--- src/rtl/ro_pair_compare.sv ---
// RO PUF pair comparator: drives the two mux selects, counts synchronized rising
// edges of both selected oscillators over a fixed window, and emits cnt_a > cnt_b.
module ro_pair_compare #(
  parameter int WINDOW_CYCLES = 1024,
  parameter int SETTLE_CYCLES = 8,
  parameter int CNT_W         = 16
) (
  input  logic             clk,
  input  logic             rst,
  input  logic             start,
  input  logic [7:0]       challenge,
  input  logic             ro_a,
  input  logic             ro_b,
  output logic [3:0]       sel_a,
  output logic [3:0]       sel_b,
  output logic             ro_en,
  output logic             busy,
  output logic             resp_valid,
  output logic             resp_bit,
  output logic             tie,
  output logic [CNT_W-1:0] cnt_a,
  output logic [CNT_W-1:0] cnt_b,
  output logic [1:0]       dbg_state
);

  localparam int PH_MAX = (WINDOW_CYCLES > SETTLE_CYCLES) ? WINDOW_CYCLES : SETTLE_CYCLES;
  localparam int PH_W   = $clog2(PH_MAX + 1);

  typedef enum logic [1:0] {
    IDLE   = 2'd0,
    SETTLE = 2'd1,
    COUNT  = 2'd2,
    RESULT = 2'd3
  } state_t;

  state_t            state_q;
  logic [PH_W-1:0]   phase_q;
  logic [3:0]        sel_a_q, sel_b_q;
  logic              ro_en_q, busy_q, resp_valid_q, resp_bit_q, tie_q;
  logic [CNT_W-1:0]  cnt_a_q, cnt_b_q, cnt_a_d, cnt_b_d;
  logic              a_s1_q, a_s2_q, a_h_q;
  logic              b_s1_q, b_s2_q, b_h_q;
  logic              edge_a, edge_b;

  // Synchronizers and history flops run in every state so no stale edge is
  // seen when counting starts.
  always_ff @(posedge clk) begin
    if (rst) begin
      {a_s1_q, a_s2_q, a_h_q} <= 3'b000;
      {b_s1_q, b_s2_q, b_h_q} <= 3'b000;
    end else begin
      a_s1_q <= ro_a;
      a_s2_q <= a_s1_q;
      a_h_q  <= a_s2_q;
      b_s1_q <= ro_b;
      b_s2_q <= b_s1_q;
      b_h_q  <= b_s2_q;
    end
  end

  assign edge_a = a_s2_q & ~a_h_q;
  assign edge_b = b_s2_q & ~b_h_q;

  always_comb begin
    cnt_a_d = cnt_a_q;
    cnt_b_d = cnt_b_q;
    if (edge_a && (cnt_a_q != {CNT_W{1'b1}})) cnt_a_d = cnt_a_q + 1'b1;
    if (edge_b && (cnt_b_q != {CNT_W{1'b1}})) cnt_b_d = cnt_b_q + 1'b1;
  end

  always_ff @(posedge clk) begin
    if (rst) begin
      state_q      <= IDLE;
      phase_q      <= '0;
      sel_a_q      <= 4'd0;
      sel_b_q      <= 4'd0;
      cnt_a_q      <= '0;
      cnt_b_q      <= '0;
      ro_en_q      <= 1'b0;
      busy_q       <= 1'b0;
      resp_valid_q <= 1'b0;
      resp_bit_q   <= 1'b0;
      tie_q        <= 1'b0;
    end else begin
      resp_valid_q <= 1'b0;
      case (state_q)
        IDLE: begin
          if (start) begin
            sel_a_q    <= challenge[7:4];
            sel_b_q    <= challenge[3:0];
            cnt_a_q    <= '0;
            cnt_b_q    <= '0;
            phase_q    <= '0;
            resp_bit_q <= 1'b0;
            tie_q      <= 1'b0;
            ro_en_q    <= 1'b1;
            busy_q     <= 1'b1;
            state_q    <= SETTLE;
          end
        end
        SETTLE: begin
          if (phase_q == PH_W'(SETTLE_CYCLES - 1)) begin
            phase_q <= '0;
            state_q <= COUNT;
          end else begin
            phase_q <= phase_q + 1'b1;
          end
        end
        COUNT: begin
          cnt_a_q <= cnt_a_d;
          cnt_b_q <= cnt_b_d;
          // The verdict uses the counts including this last window cycle.
          if (phase_q == PH_W'(WINDOW_CYCLES - 1)) begin
            phase_q      <= '0;
            ro_en_q      <= 1'b0;
            resp_valid_q <= 1'b1;
            resp_bit_q   <= (cnt_a_d > cnt_b_d);
            tie_q        <= (cnt_a_d == cnt_b_d);
            state_q      <= RESULT;
          end else begin
            phase_q <= phase_q + 1'b1;
          end
        end
        RESULT: begin
          busy_q  <= 1'b0;
          state_q <= IDLE;
        end
        default: state_q <= IDLE;
      endcase
    end
  end

  assign sel_a      = sel_a_q;
  assign sel_b      = sel_b_q;
  assign ro_en      = ro_en_q;
  assign busy       = busy_q;
  assign resp_valid = resp_valid_q;
  assign resp_bit   = resp_bit_q;
  assign tie        = tie_q;
  assign cnt_a      = cnt_a_q;
  assign cnt_b      = cnt_b_q;
  assign dbg_state  = state_q;

endmodule

--- config.mk ---
export PLATFORM = sky130hd
export DESIGN_NAME = ro_pair_compare
export DESIGN_NICKNAME = d
export VERILOG_FILES = /design/src/rtl/ro_pair_compare.sv
export SDC_FILE = /design/constraint.sdc
export NUM_CORES = 1
export LEC_CHECK = 0
export CORE_ASPECT_RATIO = 1.4
export CORE_UTILIZATION = 35
export DETAILED_ROUTE_END_ITERATION = 8
export PLACE_DENSITY = 0.53
export SKIP_CTS_REPAIR_TIMING = 1
export SYNTH_ARGS = -nofsm -noshare
export SYNTH_HDL_FRONTEND = slang
export SYNTH_SLANG_ARGS = --single-unit
--- constraint.sdc ---
create_clock -name clk -period 3.9 [get_ports clk]
set_input_delay 1.17 -clock clk [delete_from_list [all_inputs] [get_ports clk]]
set_output_delay 1.17 -clock clk [all_outputs]
set_load 0.02 [all_outputs]
==> flow_metrics.env, run 1 <==
export IMPL_status="completed"
export IMPL_clock_sinks=64
export IMPL_worstMarginPinSlew_ns=0.767
export IMPL_area_growth_pct=27.8
export IMPL_ant_nets=0
export IMPL_synth_edf_count=0
export IMPL_chipWidth_microns=90.6
export IMPL_grt_pass1_wl_microns=17200
export IMPL_drtIter0Drc=196
export IMPL_total_power_mw=2.13
export IMPL_grt_total_usage=0.187
export IMPL_synth_nets=514
export IMPL_yosys_warnings=0
export IMPL_fin_ws_ns=0.328
export IMPL_finalHoldViolations=0
export IMPL_tritoncts="built"
export IMPL_cts_root_buf="clkbuf_16"
export IMPL_clk_path_buf_depth=2
export IMPL_peakVddDrop_uv=359
export IMPL_cts_htree_levels=3
export IMPL_multi_input_area_sq_mm=0.00243
export IMPL_final_cell_mix="nand2_1, dfxtp_1, clkdlybuf4s50_1"
export IMPL_num_rows=44
export IMPL_die_y_microns=126
export IMPL_synth_main_ff_cell="dfxtp_1"
export IMPL_synth_distinct_cells=57
export IMPL_hold_ws_ns=0.434
export IMPL_crit_required_ns=4.16
export IMPL_max_freq_mhz=280
export IMPL_relSlewSlack=0.484
export IMPL_path_clk_slew_ns=0.06
export IMPL_wirelength_microns=10400
export IMPL_syn_inst=478
export IMPL_postPlaceCellArea_sq_mm=0.00458
export IMPL_coreArea_sq_mm=0.0105
export IMPL_end_kind="register"
export IMPL_grt_pass1_vias=3452
export IMPL_clk_insertion_delay_late_ns=0.33
export IMPL_drc_errors=0
export IMPL_rsz0062_at_grt="no"
export IMPL_gr_total_overflow=0
export IMPL_fillers=1054
export IMPL_worst_path_max_fanout=8
export IMPL_drt_pre_antenna_iters=4
export IMPL_slew_violations=0
export IMPL_avgSynthCellArea_sq_um=8.04
export IMPL_seqCellArea_sq_mm=0.00128
export IMPL_leakage_nw=1.69
export IMPL_hpwl_microns=7510
export IMPL_portBuffers=59
export IMPL_cts_buffers=9
export IMPL_fin_crit_ns=3.57
export IMPL_crit_path_start_kind="register"
export IMPL_final_nets=566
export IMPL_pre_cts_ws_ns=0.299
export IMPL_power_density_mw_per_mm2=432
export IMPL_final_area_sq_mm=0.00491
export IMPL_hold_path_class="register to register"
export IMPL_grt_start_max_net_pins=40
export IMPL_final_common_cell="nand2_1"
export IMPL_critical_path_class="register to register"
export IMPL_drv_cap=0
export IMPL_setup_tns_ns=0
export IMPL_gp_congestion=0.864
export IMPL_drive_above_1_share=0.0766
export IMPL_wl_per_cell_microns=15.4
export IMPL_antenna_cells=0
export IMPL_arrival_ns=3.83
export IMPL_finClkSkew_ns=0.00341
export IMPL_finalSetupViolCount=0
export IMPL_dr_total_vias=3685
export IMPL_ys_ff_latch=64
export IMPL_yosysSeqAreaShare=0.333
export IMPL_ioPinCount=60
export IMPL_dieArea_sq_mm=0.0114
export IMPL_syn_area_sq_mm=0.00384
export IMPL_ys_async_sr_fraction=0
export IMPL_viasPerCell=5.48
export IMPL_start_util=0.366
export IMPL_period_share=0.916
export IMPL_antenna_found_initial=0
==> logic make-up after synthesis <==
group | after synthesis | share of synthesized area
compound gates | 107 | 0.185
mux | 4 | 0.0111
flops | 64 | 0.333
fa+ha+maj | 23 | 0.0748
xor+xnor | 37 | 0.0843
simple gates | 208 | 0.275
buf+inv | 35 | 0.0368
==> critical path: stages, from the launching register on <==
cell	delay (ns)
dfxtp_1	0.44
ha_1	0.25
nand4_1	0.18
or4_1	0.70
nand4_1	0.27
nor2_1	0.08
xor2_1	0.15
ha_1	0.30
nand4_1	0.18
nor4_2	0.46
nand3_1	0.12
a21o_1	0.19
a31oi_1	0.16
==> flip-flops by register name, indices dropped and copies added, names as in the netlist <==
register	count
b_s2_q	1
tie	1
cnt_a	16
a_h_q	1
cnt_b	16
resp_bit	1
a_s1_q	1
resp_valid	1
dbg_state	2
phase_q	11
b_s1_q	1
sel_a	4
sel_b	4
a_s2_q	1
ro_en	1
busy	1
b_h_q	1
==> per-layer routing <==
metal	GRT usage	vias to the layer above	routed length (microns)
li1	-	1862	-
met1	0.219	1728	4400
met2	0.333	85	5360
met3	0.0374	10	464
met4	0.0731	0	161
met5	0	-	0
==> where the power goes <==
group | switching (mW) | internal [mW]
registers | 0.0259 | 0.690
logic | 0.323 | 0.193
clock network | 0.314 | 0.579
total | 0.663 | 1.46
==> cell usage after synthesis (9+ instances only) <==
master	instances	share of area
a21oi_1	30	0.039
a31oi_1	20	0.033
clkbuf_1	15	0.015
dfxtp_1	64	0.33
ha_1	23	0.075
inv_1	9	0.0088
nand2_1	65	0.063
nand3_1	24	0.031
nand4_1	20	0.033
nor2_1	38	0.037
nor3_1	10	0.013
o21ai_0	18	0.023
xnor2_1	28	0.064
xor2_1	9	0.021
==> worst paths after layout <==
path / from / to / slack [ns] / depth (start not counted)
max: cnt_a[0] / tie / 0.33 / 12
min: b_s1_q / b_s2_q / 0.43 / 1
max reg2reg: cnt_a[0] / tie / 0.33 / 12
min reg2reg: b_s1_q / b_s2_q / 0.43 / 1
==> area by class of cell <==
cell class / instances / share of cell area
clock buffer: 10 / 0.0486
clock inverter: 6 / 0.0188
inverter: 9 / 0.00688
multi-input combinational: 379 / 0.495
sequential: 64 / 0.261
tap: 138 / 0.0351
timing repair buffer: 67 / 0.135
==> through the flow <==
stage / util / instances
after CTS: 0.467 / 673
after global placement: 0.435 / 657
final: 0.467 / 673
after detailed placement: 0.435 / 657
after floorplan: - / 478
after global routing: 0.467 / 673
Power figures use the tool's default switching activity.
==> run 2, diff against run 1 <==
--- a/config.mk
+++ b/config.mk
@@ -9,4 +9,5 @@
 export CORE_UTILIZATION = 35
 export DETAILED_ROUTE_END_ITERATION = 8
+export GPL_TIMING_DRIVEN = 0
 export PLACE_DENSITY = 0.53
 export SKIP_CTS_REPAIR_TIMING = 1
==> constraint.sdc (replaced) <==
create_clock -name clk -period 3.9 [get_ports clk]
set_input_delay 0.975 -clock clk [delete_from_list [all_inputs] [get_ports clk]]
set_output_delay 0.975 -clock clk [all_outputs]
set_load 0.02 [all_outputs]
==> run 2 against run 1 <==
  * Cell count up 3.0%
  * Register-to-register slack worse by 0.09 ns
  * First-iteration DRC count down 42%
  * Sequential cell count unchanged
  * Combinational power up 1%
==> flow_metrics.env, run 2 (synthesis gave the netlist of run 1 again) <==
export IMPL_tritoncts="built"
export IMPL_num_rows=44
export IMPL_wirelength_microns=10900
export IMPL_relSlewSlack=0.502
export IMPL_fillers=1082
export IMPL_drt_pre_antenna_iters=4
export IMPL_hold_depth=1
export IMPL_power_density_mw_per_mm2=427
export IMPL_reg2reg_to="resp_bit"
export IMPL_drtIter0Drc=113
export IMPL_viasPerCell=5.49
export IMPL_worstMarginPinSlew_ns=0.742
export IMPL_holdPathEnd="b_s2_q"
export IMPL_portBuffers=59
export IMPL_hpwl_microns=8160
export IMPL_postPlaceCellArea_sq_mm=0.00461
export IMPL_crit_chain="ha_1 -> nand4_1 -> or4_1 -> clkbuf_1 -> nand4_1 -> buf_4 -> xnor2_1 -> ha_1 -> nand4_1 -> nor2_1 -> a22o_1 -> or4_1 -> a41o_1"
export IMPL_clk_insertion_delay_late_ns=0.33
export IMPL_grt_pass1_vias=3593
export IMPL_cts_htree_levels=3
export IMPL_arrival_ns=3.88
export IMPL_max_freq_mhz=273
export IMPL_ant_nets=0
export IMPL_finalSetupViolCount=0
export IMPL_crit_required_ns=4.12
export IMPL_rrSetupSlack_ns=0.24
export IMPL_antenna_cells=0
export IMPL_grt_total_usage=0.192
export IMPL_critical_path_class="register to register"
export IMPL_finalHoldViolations=0
export IMPL_gr_total_overflow=0
export IMPL_die_y_microns=126
export IMPL_r2r_start="cnt_a[0]"
export IMPL_total_power_mw=2.12
export IMPL_dr_total_vias=3808
export IMPL_min_from="b_s1_q"
export IMPL_fin_ws_ns=0.241
export IMPL_peakVddDrop_uv=311
export IMPL_antenna_found_initial=0
export IMPL_coreArea_sq_mm=0.0105
export IMPL_dp_cells=675
export IMPL_crit_path_start_kind="register"
export IMPL_multi_input_area_sq_mm=0.00243
export IMPL_cpPeakStageDelay_ns=0.53
export IMPL_fin_crit_ns=3.66
export IMPL_ioPinCount=60
export IMPL_clock_sinks=64
export IMPL_clk_path_buf_depth=2
export IMPL_drc_errors=0
export IMPL_final_common_cell="nand2_1"
export IMPL_critPathBufInv=2
export IMPL_finClkSkew_ns=0.00573
export IMPL_dieArea_sq_mm=0.0114
export IMPL_worst_path_max_fanout=8
export IMPL_wl_per_cell_microns=15.7
export IMPL_leakage_nw=1.72
export IMPL_end_kind="register"
export IMPL_final_area_sq_mm=0.00495
export IMPL_r2r_cells=13
export IMPL_drv_cap=0
export IMPL_final_cell_mix="nand2_1, dfxtp_1, clkdlybuf4s50_1"
export IMPL_critPathMostFrequentCell="nand4_1"
export IMPL_seqCellArea_sq_mm=0.00128
export IMPL_hold_path_class="register to register"
export IMPL_chipWidth_microns=90.6
export IMPL_period_share=0.938
export IMPL_start_util=0.366
export IMPL_cts_root_buf="clkbuf_16"
export IMPL_status="completed"
export IMPL_stdcell_count=693
export IMPL_drive_above_1_share=0.0739
export IMPL_pre_cts_ws_ns=0.216
export IMPL_final_nets=586
export IMPL_grt_pass1_wl_microns=17300
export IMPL_path_clk_slew_ns=0.05
export IMPL_slew_violations=0
export IMPL_gp_congestion=0.860
export IMPL_cts_buffers=9
export IMPL_cpLargestDelayFamily="simple AND/OR/NAND/NOR gates"
export IMPL_area_growth_pct=28.8
export IMPL_grt_start_max_net_pins=12
export IMPL_slowest_stage="or4_1"
## run 2: layout make-up
cell class	count	area share
Clock buffer	11	0.0490
Tap cell	138	0.0349
Clock inverter	5	0.0162
Timing Repair Buffer	61	0.122
Sequential cell	64	0.259
Inverter	9	0.00682
Buffer	26	0.0217
Multi-Input combinational cell	379	0.490
## run 2: layer usage
metal	global-route usage	vias to the layer above	part of all wire
li1	-	1898	-
met5	0	-	0
met3	0.0374	26	0.046
met2	0.355	89	0.51
met1	0.207	1795	0.41
met4	0.0949	0	0.031
## run 2: report_power, final
| group | leakage (nW) | internal (mW) | switching, mW |
|---|---|---|---|
| clock | 0.152 | 0.576 | 0.300 |
| combinational | 1.05 | 0.188 | 0.335 |
| sequential | 0.519 | 0.690 | 0.0268 |
## run 2: worst max path at each step
stage	start	end	slack, ns	depth (start not counted)
global placement	cnt_a[0]	tie	0.20	13
global route	cnt_a[0]	resp_bit	-0.005	13
detailed placement	cnt_a[0]	tie	0.22	13
CTS	cnt_a[0]	tie	0.17	13
finish	cnt_a[0]	resp_bit	0.24	13
floorplan	cnt_a[0]	resp_bit	0.49	13
## run 2: stage by stage
stage	util	TNS [ns]	hold slack [ns]
global route	0.471	-0.00464	0.461
floorplan	-	0	0.414
detailed placement	0.438	0	0.449
CTS	0.469	0	0.459
global placement	0.438	0	0.418
finish	0.471	0	0.454
==> run 3, diff against run 2 <==
- PLACE_DENSITY: 0.53 -> default
==> run 3 against run 2 <==
  * Clock-buffer cell count up 2
  * Maximum frequency down 0.75%
  * Sequential power about the same
  * Non-clock buffer count down 2
  * First-iteration DRC count up 66%
  * Critical path depth unchanged
  * Critical path type unchanged
  * Largest power group unchanged
==> flow_metrics.env, run 3 (synthesis gave the netlist of run 1 again) <==
export IMPL_ant_nets=0
export IMPL_worst_path_max_fanout=8
export IMPL_seqCellArea_sq_mm=0.00128
export IMPL_drv_cap=0
export IMPL_hold_path_class="register to register"
export IMPL_wl_per_cell_microns=15.4
export IMPL_tritoncts="built"
export IMPL_end_kind="register"
export IMPL_antenna_cells=0
export IMPL_clk_path_buf_depth=2
export IMPL_postPlaceCellArea_sq_mm=0.00461
export IMPL_holdPathEnd="b_s2_q"
export IMPL_dp_cells=675
export IMPL_area_growth_pct=28.0
export IMPL_worstMarginPinSlew_ns=0.711
export IMPL_cts_buffers=9
export IMPL_total_power_mw=2.07
export IMPL_grt_pass1_vias=3589
export IMPL_critical_path_class="register to register"
export IMPL_rrSetupSlack_ns=0.21
export IMPL_clock_sinks=64
export IMPL_viasPerCell=5.39
export IMPL_antenna_found_initial=0
export IMPL_maxUsedRoutingLayer="met4"
export IMPL_hold_depth=1
export IMPL_cts_htree_levels=3
export IMPL_wirelength_microns=10600
export IMPL_leakage_nw=1.71
export IMPL_gp_congestion=0.871
export IMPL_die_y_microns=126
export IMPL_clk_insertion_delay_late_ns=0.33
export IMPL_gr_total_overflow=0
export IMPL_final_nets=584
export IMPL_relSlewSlack=0.524
export IMPL_slew_violations=0
export IMPL_coreArea_sq_mm=0.0105
export IMPL_finalHoldViolations=0
export IMPL_path_clk_slew_ns=0.05
export IMPL_dieArea_sq_mm=0.0114
export IMPL_final_cell_mix="nand2_1, dfxtp_1, clkdlybuf4s50_1"
export IMPL_start_util=0.366
export IMPL_critPathMostFrequentCell="nand4_1"
export IMPL_num_rows=44
export IMPL_multi_input_area_sq_mm=0.00243
export IMPL_fillers=1032
export IMPL_fin_ws_ns=0.213
export IMPL_r2r_cells=13
export IMPL_crit_chain="ha_1 -> nand4_1 -> or4_1 -> clkbuf_1 -> nand4_1 -> nor2_1 -> xor2_1 -> ha_1 -> nand4_1 -> nor2_1 -> a22o_1 -> or4_1 -> a41o_1"
export IMPL_finalSetupViolCount=0
export IMPL_max_freq_mhz=271
export IMPL_grt_pass1_wl_microns=17600
export IMPL_status="completed"
export IMPL_dr_wl_met2_microns=5370
export IMPL_drc_errors=0
export IMPL_min_from="b_s1_q"
export IMPL_slowest_stage="or4_1"
export IMPL_cts_root_buf="clkbuf_16"
export IMPL_final_area_sq_mm=0.00492
export IMPL_power_density_mw_per_mm2=420
export IMPL_reg2reg_to="resp_bit"
export IMPL_stdcell_count=690
export IMPL_arrival_ns=3.91
export IMPL_dr_total_vias=3720
export IMPL_drt_pre_antenna_iters=4
export IMPL_final_common_cell="nand2_1"
export IMPL_pre_cts_ws_ns=0.198
export IMPL_crit_path_start_kind="register"
export IMPL_cpPeakStageDelay_ns=0.53
export IMPL_peakVddDrop_uv=250
export IMPL_fin_crit_ns=3.69
export IMPL_rsz0062_at_grt="yes"
export IMPL_finClkSkew_ns=0.00571
export IMPL_portBuffers=59
export IMPL_period_share=0.945
export IMPL_grt_start_max_net_pins=11
export IMPL_chipWidth_microns=90.6
export IMPL_ioPinCount=60
export IMPL_wl_met1_microns=4600
export IMPL_wl_met3_microns=367
export IMPL_grt_total_usage=0.195
export IMPL_hpwl_microns=7940
export IMPL_drive_above_1_share=0.0688
export IMPL_crit_required_ns=4.12
export IMPL_r2r_start="cnt_a[0]"
export IMPL_drtIter0Drc=188
[run 3: through the flow]
stage                     setup TNS [ns]  hold WS, ns  utilization
after floorplan                        0        0.414            -
after global placement                 0        0.421        0.438
after detailed placement               0        0.433        0.438
after CTS                              0        0.446        0.468
after global routing             -0.0252        0.463        0.468
final                                  0        0.444        0.468
[run 3: worst max path at each step]
stage / startpoint / end / slack, ns
after global placement: cnt_a[0] / tie / 0.22
final: cnt_a[0] / resp_bit / 0.21
after detailed placement: cnt_a[0] / tie / 0.20
after global routing: cnt_a[0] / tie / -0.03
after floorplan: cnt_a[0] / resp_bit / 0.49
after CTS: cnt_a[0] / tie / 0.15
[run 3: critical path: cells and delay by family (launching register included)]
family	cells	cell delay [ns]
and+or+nand+nor	7	1.76
buffers and inverters	1	0.20
xor gates and xnor gates	1	0.16
AOI/OAI and AO/OA	2	0.45
DFF	1	0.45
adders and majority gates	2	0.56
[run 3: report_power, final]
part / total [mW] / switching, mW / internal, mW
combinational: 0.518 / 0.330 / 0.188
sequential: 0.717 / 0.0268 / 0.690
clock: 0.833 / 0.290 / 0.543
[run 3: layout make-up]
type | instances | share of cell area
inverter | 9 | 0.00686
timing repair buffer | 59 | 0.120
multi-input combinational | 379 | 0.493
buffer | 26 | 0.0219
clock buffer | 13 | 0.0549
clock inverter | 2 | 0.00763
tap | 138 | 0.0351
sequential | 64 | 0.260
[run 3: metal layers]
layer  GRT usage  up-vias
met5           0        -
met1       0.225     1740
li1            -     1885
met3      0.0374       19
met4      0.0949        0
met2       0.341       76
